**src/rtl/alu_control_sequencer.sv**
```systemverilog
// Fetch/decode/execute sequencer driving the 8-bit ALU control side.
// Multi-cycle FSM: FETCH -> DECODE -> EXEC -> (WB) -> FETCH, with a terminal HALT.
module alu_control_sequencer #(
  parameter int unsigned     PC_W   = 8,
  parameter logic [PC_W-1:0] RST_PC = '0
) (
  input  logic            clk,
  input  logic            rst,
  input  logic [15:0]     instr,
  input  logic            instr_valid,
  input  logic            cy,
  input  logic            zy,
  output logic            instr_req,
  output logic [PC_W-1:0] pc,
  output logic            en_alu,
  output logic [4:0]      aluop,
  output logic [2:0]      rd_addr,
  output logic [2:0]      ra_addr,
  output logic [7:0]      imm,
  output logic            imm_sel,
  output logic            reg_we,
  output logic            illegal_op,
  output logic            halted
);

  typedef enum logic [2:0] {S_FETCH, S_DECODE, S_EXEC, S_WB, S_HALT} state_t;
  typedef enum logic [2:0] {K_ALU, K_BRZ, K_BRCS, K_RJMP, K_HALT, K_ILL} kind_t;

  state_t          state;
  kind_t           kind, dec_kind;
  logic            wb_q, dec_wb, dec_sel;
  logic [4:0]      op, dec_aluop;
  logic [PC_W-1:0] pc_inc, pc_tgt;

  assign op     = instr[15:11];
  assign pc_inc = pc + PC_W'(1);
  assign pc_tgt = pc_inc + PC_W'($signed(imm));

  always_comb begin
    dec_kind  = K_ILL;
    dec_aluop = '0;
    dec_sel   = 1'b0;
    dec_wb    = 1'b0;
    if (op <= 5'b01111 || op == 5'b11110) begin
      dec_kind  = K_ALU;
      dec_aluop = op;
      dec_wb    = (op != 5'b00000) && (op != 5'b01011);
    end else begin
      case (op)
        5'b10000: begin
          dec_kind  = K_ALU;
          dec_aluop = 5'b11110;
          dec_sel   = 1'b1;
          dec_wb    = 1'b1;
        end
        5'b10001: begin
          dec_kind  = K_ALU;
          dec_aluop = 5'b01011;
          dec_sel   = 1'b1;
        end
        5'b10010: dec_kind = K_BRZ;
        5'b10011: dec_kind = K_BRCS;
        5'b10100: dec_kind = K_RJMP;
        5'b11111: dec_kind = K_HALT;
        default:  dec_kind = K_ILL;
      endcase
    end
  end

  // Outputs are registered: each is loaded on the edge that enters the state it belongs to.
  always_ff @(posedge clk) begin
    if (rst) begin
      state      <= S_FETCH;
      kind       <= K_ALU;
      wb_q       <= 1'b0;
      pc         <= RST_PC;
      instr_req  <= 1'b0;
      en_alu     <= 1'b0;
      reg_we     <= 1'b0;
      illegal_op <= 1'b0;
      halted     <= 1'b0;
      imm_sel    <= 1'b0;
      aluop      <= '0;
      rd_addr    <= '0;
      ra_addr    <= '0;
      imm        <= '0;
    end else begin
      case (state)
        S_FETCH: begin
          // First cycle after reset only raises the request; valid is ignored until then.
          if (instr_req && instr_valid) begin
            instr_req <= 1'b0;
            rd_addr   <= instr[10:8];
            ra_addr   <= instr[7:5];
            imm       <= instr[7:0];
            imm_sel   <= dec_sel;
            aluop     <= dec_aluop;
            kind      <= dec_kind;
            wb_q      <= dec_wb;
            state     <= S_DECODE;
          end else begin
            instr_req <= 1'b1;
          end
        end
        S_DECODE: begin
          en_alu     <= (kind == K_ALU);
          illegal_op <= (kind == K_ILL);
          state      <= S_EXEC;
        end
        S_EXEC: begin
          en_alu     <= 1'b0;
          illegal_op <= 1'b0;
          case (kind)
            K_ALU: begin
              reg_we <= wb_q;
              state  <= S_WB;
            end
            K_BRZ, K_BRCS, K_RJMP: begin
              if ((kind == K_RJMP) || (kind == K_BRZ && zy) || (kind == K_BRCS && cy))
                pc <= pc_tgt;
              else
                pc <= pc_inc;
              instr_req <= 1'b1;
              state     <= S_FETCH;
            end
            K_HALT: begin
              halted <= 1'b1;
              state  <= S_HALT;
            end
            default: begin
              pc        <= pc_inc;
              instr_req <= 1'b1;
              state     <= S_FETCH;
            end
          endcase
        end
        S_WB: begin
          reg_we    <= 1'b0;
          pc        <= pc_inc;
          instr_req <= 1'b1;
          state     <= S_FETCH;
        end
        S_HALT: begin
          halted <= 1'b1;
        end
        default: state <= S_FETCH;
      endcase
    end
  end

endmodule

```
**config.mk**
```make
export PLATFORM = sky130hd
export DESIGN_NAME = alu_control_sequencer
export DESIGN_NICKNAME = d
export VERILOG_FILES = /design/src/rtl/alu_control_sequencer.sv
export SDC_FILE = /design/constraint.sdc
export NUM_CORES = 1
export LEC_CHECK = 0
export BUFFER_PORTS_ARGS = -buffer_cell sky130_fd_sc_hd__buf_2
export CORE_ASPECT_RATIO = 0.75
export CORE_MARGIN = 4
export CORE_UTILIZATION = 50
export CTS_BUF_LIST = sky130_fd_sc_hd__clkbuf_4 sky130_fd_sc_hd__clkbuf_8
export CTS_CLUSTER_SIZE = 25
export DETAILED_ROUTE_END_ITERATION = 8
export HOLD_SLACK_MARGIN = 0.12
export PLACE_DENSITY = 0.76
export SLEW_MARGIN = 20
export SYNTH_ARGS = -nofsm -noshare
export SYNTH_HDL_FRONTEND = slang
export SYNTH_SLANG_ARGS = --single-unit
```
**constraint.sdc**
```tcl
create_clock -name clk -period 6.1 [get_ports clk]
set_clock_uncertainty 0.2 [all_clocks]
set_input_delay 0.61 -clock clk [delete_from_list [all_inputs] [get_ports clk]]
set_output_delay 0.61 -clock clk [all_outputs]
set_load 0.05 [all_outputs]
```
==> results of run 1 <==
through the flow:
| stage | total power, mW | setup slack [ns] | instances |
|---|---|---|---|
| after global placement | 0.377 | 3.28 | 370 |
| after global routing | 0.578 | 2.77 | 378 |
| after CTS | 0.554 | 3.06 | 378 |
| final | 0.550 | 3.04 | 378 |
| after floorplan | 0.352 | 3.01 | 278 |
| after detailed placement | 0.378 | 3.10 | 370 |
worst min path at each step:
stage          slack (ns)       start    endpoint
6_report             0.26  rd_addr[1]  rd_addr[1]
3_3_place_gp         0.24    aluop[2]    aluop[2]
5_1_grt              0.28  rd_addr[0]  rd_addr[0]
2_1_floorplan        0.24        wb_q        wb_q
4_1_cts              0.26  rd_addr[1]  rd_addr[1]
3_5_place_dp         0.25    aluop[0]    aluop[0]
cells by family after synthesis:
kind of cell,Yosys count,share of synthesized area [%]
XOR/XNOR,9,3.74
multiplexers,1,0.475
adder cells (fa/ha/maj),10,6.29
flip-flops,37,35.1
AO/OA/AOI/OAI,77,20.9
AND/OR/NAND/NOR,122,28.6
buffers and inverters,22,4.86
synth_stat cells, types with 2 or more instances:
master    instances
nand4_1           5
a21o_1            2
ha_1              9
clkbuf_1         12
nor2_1           21
nor4_1            2
or3_1             3
nand3_1          11
buf_4             3
a211oi_1          7
nor3_1           11
nor4b_1           2
o21ai_0          21
inv_1             5
nor2b_1           2
xor2_1            4
nand4b_1          2
xnor2_1           5
a21oi_1          37
a221oi_1          2
nand2_1          48
nand2b_1          4
dfxtp_1          37
per-layer routing:
metal  vias up  wire length (um)  part of all wire [%]  track usage (%)
li1       1081                 -                     -                -
met1       954              2550                    48             28.0
met2        72              2250                    42             30.8
met3         9               475                   8.9             6.44
met4         0                76                   1.4             8.57
met5         -                 0                     0                0
flip-flops by register name, indices dropped and copies added (netlist names), 3 cells and up:
name,cells
aluop,5
pc,8
kind,3
rd_addr,3
imm,5
state,3
ra_addr,3
area by class of cell:
cell class              instances  area share (%)
clock buffers                   5            2.80
clock inverters                 3           0.916
inverters                       5           0.763
multi-input cells             219            51.5
flip-flops and latches         37            30.1
well taps                      55            2.80
repair buffers                 54            11.1
power groups by stage:
stage          clock network, mW  logic, mW  registers (mW)
2_1_floorplan                  0     0.0562           0.296
3_3_place_gp                   0      0.108           0.269
3_5_place_dp                   0      0.109           0.270
4_1_cts                    0.181      0.109           0.264
5_1_grt                    0.193      0.118           0.267
6_report                   0.177      0.108           0.264
worst min-delay path, cell delays in order (launching register included):
cell     delay (ns)
dfxtp_1        0.32
nand2_1        0.05
a21oi_1        0.05
cell usage in the layout (no fill, tap or decap), drive strengths merged, types with 2 or more instances in the layout:
master  count
ha          9
nor2b       2
o21ai      21
nand4       5
inv         5
nand3      11
a21o        2
or3         3
nor4        3
nor4b       2
nor2       21
a221oi      2
clkinv      3
xor2        4
nand4b      2
clkbuf      5
a211oi      7
nand2b      4
xnor2       5
or4         2
buf        54
dfxtp      37
nand2      48
nor3       12
a21oi      38
==> summary.txt, run 1 <==
Run status
  • Outcome: finished, final reports clean

Yosys
  • Post-synth top area cell: dfxtp_1
  • Yosys cell types: 46
  • Yosys top cell area share: 35.1%
  • Post-synth net total: 309
  • Yosys warns: 0
  • Mapped cell area: 0.00211 mm2
  • Async S/R FF share, synth: 0%
  • Top FF cell, synth: dfxtp_1
  • Register area share after synthesis: 35.1%
  • Post-synth EDFFs: 0
  • Mean Syn Cell Area: 7.59 um2
  • Synth Register Bits: 37
  • Synthesized instance count: 278
  • Largest cells by area after synthesis: dfxtp_1 35%, a21oi_1 8.8%, nand2_1 8.5%, ha_1 5.3%, o21ai_0 5.0%

Clock tree
  • Total CTS buffers: 5
  • Cell chosen for the clock root: clkbuf_8
  • Setup Fix Bufs, Post-CTS: 0
  • Cts hold-fix bufs: 0
  • Clk sinks: 37
  • CTS tree: built
  • Post-CTS sizing: 0
  • Clock transition at path regs: 0.08 ns
  • Clock Latency Late Sink: 0.30 ns
  • Clk buf depth: 2
  • H-tree lvl count: 2

Worst setup path
  • CP required: 6.12 ns
  • Critical-path cell list: nand4_1 > or2_2 > xnor2_1 > ha_1 > o21ai_0 > nor2_1 > a2111oi_0 > nor4b_1 > a31o_1 > a21oi_2
  • CP bufs+invs: 0
  • Critical path type: reg -> reg
  • Cells on worst reg2reg path: 10
  • Cell family with most CP delay: compound AO/OA/AOI/OAI gates
  • CP Capture Point: pc[7]
  • CP Data Arrival Time: 3.09 ns
  • R2R Path Start: pc[2]
  • Critical path startpoint: pc[2]
  • Critical path launch point type: flip-flop
  • Crit-path max FO: 7
  • Critical path's slowest cell: a2111oi_0
  • Max stage delay on crit path: 0.46 ns
  • Crit path depth: 10
  • Crit. End Element: flip-flop
  • End of the worst register-to-register path: pc[7]
  • R2r setup slk: 3.04 ns

STA
  • Fin crit share: 50.2%
  • Fin. max-slew vios: 0
  • Max Fclk: 326 MHz
  • Rel. slew slack: 44.1%
  • Hold Slack: 0.257 ns
  • Final setup viols: 0
  • Unrepaired setup endpoints after global routing: no
  • Worst Tran Pin Value: 0.831 ns
  • Setup total negative slack: 0 ns
  • Post-layout min period: 3.06 ns
  • Final Hold Fails: 0

Power
  • Combinational Power Share: 19.7%
  • Pwr/cell area: 224 mW/mm2
  • LEAKAGE: 1.04 nW
  • Sequential Power Share: 48.1%
  • Sw power: 186 uW
  • Pint: 364 uW
  • VDD IR max: 160 uV
  • Clock network fraction of total power: 32.2%
  • Switch share: 33.9%

Route
  • Via density: 5.60
  • Residual DRC count: 0
  • WL final: 5350 um
  • DR iter-0 viols: 173
  • WL per Instance: 14.2 um
  • DR vias: 2116
  • Drt pass-1 iters: 4
  • Final ANT Viol Nets: 0

Global routing
  • First-pass GRT wire length: 9030 um
  • GRT Util Overall: 20.8%
  • Vias in the first global route: 1964
  • Grt total ovfl: 0
  • Largest net degree at the start of global routing: 37
  • Initial antenna violation count: 0

Run
  • # Max-Cap Violations: 0

Die
  • Starting density of the core: 52.0%
  • DIE WIDTH: 83 um
  • Die H: 64.3 um
  • Core Box Area: 0.00405 mm2
  • Die area: 0.00533 mm2
  • Row cnt: 20
  • Ports: 54

Layout
  • NumNets Final: 353
  • FF+latch area: 741 um2
  • Area of the multi-input gates: 0.00127 mm2
  • Fin util: 60.6%
  • Antenna cell count: 0
  • Area grow syn2layout: 16.5%
  • Final std cell area, no fill: 0.00246 mm2
  • Fraction of layout cells with a size suffix above 1: 21.1%
  • Fillcell total: 403

Placed design
  • Placer congestion estimate: 0.895
  • Post-DP HPWL: 3890 um
  • Number of port buffers: 53
  • Post-DP Area: 0.00237 mm2

Min path
  • HP Class: reg -> reg
  • WHS Path Cells: 2
Note: power is estimated with default switching activity, not from simulation.
==> run 2, diff against run 1 <==
==> constraint.sdc (replaced) <==
create_clock -name clk -period 2.85 [get_ports clk]
set_clock_uncertainty 0.2 [all_clocks]
set_input_delay 0.285 -clock clk [delete_from_list [all_inputs] [get_ports clk]]
set_output_delay 0.285 -clock clk [all_outputs]
set_load 0.05 [all_outputs]
==> summary.txt, run 2 (synthesis gave the netlist of run 1 again) <==
STA
  • Unrepaired setup endpoints after global routing: no (unchanged)
  • Max Fclk: 363 MHz (was 326 MHz)
  • Post-layout min period: 2.75 ns (was 3.06 ns)
  • Rel. slew slack: 54.6% (was 44.1%)
  • Worst Tran Pin Value: 0.681 ns (was 0.831 ns)
  • Fin crit share: 96.6% (was 50.2%)
  • Setup total negative slack: 0 ns (unchanged)
  • Fin. max-slew vios: 0 (unchanged)
  • Final Hold Fails: 0 (unchanged)
  • Final setup viols: 0 (unchanged)

Placed design
  • Post-DP HPWL: 3940 um (was 3890 um)
  • Number of port buffers: 53 (unchanged)
  • Placed cells: 374 (was 370)
  • Post-DP Area: 0.00241 mm2 (was 0.00237 mm2)
  • Placer congestion estimate: 0.837 (was 0.895)

Layout
  • Area grow syn2layout: 28.6% (was 16.5%)
  • NumNets Final: 371 (was 353)
  • Commonest non-fill, non-tap cell in the layout: buf_2 (unchanged)
  • Leading cell types in the layout, fill and taps excluded: 53 x buf_2, 48 x nand2_1, 37 x a21oi_1 (was 53 x buf_2, 48 x nand2_1, 37 x a21oi_1, 37 x dfxtp_1)
  • Final std cell area, no fill: 0.00271 mm2 (was 0.00246 mm2)
  • Layout Cells excl Fill: 396 (was 378)
  • Largest register by flop count: pc (unchanged)
  • Largest regs: pc x8, aluop x5, imm x5 (unchanged)
  • Antenna cell count: 0 (unchanged)
  • Largest register FFs: 8 (unchanged)
  • Fraction of layout cells with a size suffix above 1: 25.5% (was 21.1%)

Route
  • Final ANT Viol Nets: 0 (unchanged)
  • DR vias: 2224 (was 2116)
  • Via density: 5.62 (was 5.60)
  • WL final: 5650 um (was 5350 um)
  • WL per Instance: 14.3 um (was 14.2 um)
  • Drt pass-1 iters: 4 (unchanged)
  • Residual DRC count: 0 (unchanged)
  • DR iter-0 viols: 226 (was 173)

Power
  • Combinational Power Share: 19.6% (was 19.7%)
  • Clock network fraction of total power: 36.6% (was 32.2%)
  • Sequential Power Share: 43.9% (was 48.1%)
  • Switch share: 30.8% (was 33.9%)
  • Pint: 889 uW (was 364 uW)
  • LEAKAGE: 1.15 nW (was 1.04 nW)
  • VDD IR max: 420 uV (was 160 uV)
  • Pwr/cell area: 474 mW/mm2 (was 224 mW/mm2)
  • Sw power: 396 uW (was 186 uW)

Worst setup path
  • CP bufs+invs: 1 (was 0)
  • Cell family with most CP delay: compound AO/OA/AOI/OAI gates (unchanged)
  • CP Data Arrival Time: 2.77 ns (was 3.09 ns)
  • Crit. End Element: flip-flop (unchanged)
  • Max stage delay on crit path: 0.39 ns (was 0.46 ns)
  • Critical-path cell list: ha_4 > and3_4 > nand3_1 > xnor2_2 > ha_1 > o21ai_1 > nor2_2 > a2111oi_2 > nor4b_1 > buf_4 > a31o_1 > a21oi_2 (was nand4_1 > or2_2 > xnor2_1 > ha_1 > o21ai_0 > nor2_1 > a2111oi_0 > nor4b_1 > a31o_1 > a21oi_2)
  • Critical path type: reg -> reg (unchanged)
  • Crit-path max FO: 5 (was 7)
  • Critical path's slowest cell: dfxtp_4 (was a2111oi_0)
  • Critical path launch point type: flip-flop (unchanged)
  • CP required: 2.87 ns (was 6.12 ns)

Global routing
  • First-pass GRT wire length: 9360 um (was 9030 um)
  • GRT Util Overall: 21.4% (was 20.8%)
  • Grt total ovfl: 0 (unchanged)
  • Vias in the first global route: 2031 (was 1964)
  • Initial antenna violation count: 0 (unchanged)
  • Largest net degree at the start of global routing: 37 (unchanged)

Die
  • Row cnt: 20 (unchanged)
  • Core Box Area: 0.00405 mm2 (unchanged)
  • Starting density of the core: 52.0% (unchanged)
  • Die H: 64.3 um (unchanged)
  • Die area: 0.00533 mm2 (unchanged)
  • DIE WIDTH: 83 um (unchanged)
  • Ports: 54 (unchanged)

Clock tree
  • CTS tree: built (unchanged)
  • Clk sinks: 37 (unchanged)
  • Total CTS buffers: 5 (unchanged)
  • Clk buf depth: 2 (unchanged)
  • Clock Latency Late Sink: 0.29 ns (was 0.30 ns)
  • Cell chosen for the clock root: clkbuf_8 (unchanged)
  • Clock transition at path regs: 0.08 ns (about the same)
  • H-tree lvl count: 2 (unchanged)

Min path
  • HP Class: in -> reg (was reg -> reg)

Run status
  • Outcome: finished, final reports clean (unchanged)

Run
  • # Max-Cap Violations: 0 (unchanged)
run 2: changes by cell type in the layout (fill, tap and decap cells not counted), sizes merged:
cell	previous run	this run
dlygate4sd3	0	12
buf	54	60
clkinv	3	1
bufinv	0	1
clkbuf	5	6
run 2: timing repair:
action,CTS,global route
endpoints found under the setup margin,1,1
setup buffers,0,2
endpoints found under the hold margin,12,0
hold buffers,12,0
gates resized for setup,0,15
pin swaps,1,3
run 2: worst register-to-register path, delay by kind of cell (launching register included):
kind	cells	cell delay [ns]
XOR/XNOR	1	0.17
buffers and inverters	1	0.15
AND/OR/NAND/NOR	4	0.51
AO/OA/AOI/OAI	4	0.81
adder cells (fa/ha/maj)	2	0.46
flip-flops	1	0.39
run 2: power groups by stage:
| stage | clock network [mW] | registers [mW] | logic (mW) |
|---|---|---|---|
| 2_1_floorplan | 0 | 0.631 | 0.120 |
| 3_3_place_gp | 0 | 0.574 | 0.233 |
| 3_5_place_dp | 0 | 0.576 | 0.236 |
| 4_1_cts | 0.480 | 0.564 | 0.249 |
| 5_1_grt | 0.506 | 0.568 | 0.277 |
| 6_report | 0.470 | 0.564 | 0.251 |
run 2: final cells by class:
class	instances	area (um2)
Fill cell	369	1340
Multi-Input combinational cell	219	1320
Sequential cell	37	754
Timing Repair Buffer	72	438
Clock buffer	6	76.3
Tap cell	55	68.8
Clock inverter	2	38.8
Inverter	5	18.8
run 2: path summary, 6_finish.rpt:
check / from / to / slack [ns] / cells after the start
max reg2reg: pc[0] / pc[7] / 0.1 / 12
min reg2reg: rd_addr[0] / rd_addr[0] / 0.25 / 2
max: pc[0] / pc[7] / 0.1 / 12
min: instr[14] / aluop[3] / 0.14 / 3
run 2: per-stage QoR:
stage	power, mW	setup slack, ns	hold WS [ns]	utilization (%)
2_1_floorplan	0.752	0.00674	0.221	-
3_3_place_gp	0.807	0.111	0.238	59.4
3_5_place_dp	0.812	0.00732	0.243	59.4
4_1_cts	1.29	0.0183	0.130	65.2
5_1_grt	1.35	0.00700	0.162	66.9
6_report	1.29	0.0977	0.141	66.9
run 2: per-layer routing:
layer	share of wire (%)	vias up	wire (um)	global-route usage, %
met1	46	1021	2610	28.4
met3	8.7	6	491	5.28
met5	0	-	0	0
met4	0.87	0	49	5.31
li1	-	1115	-	-
met2	44	82	2490	35.0
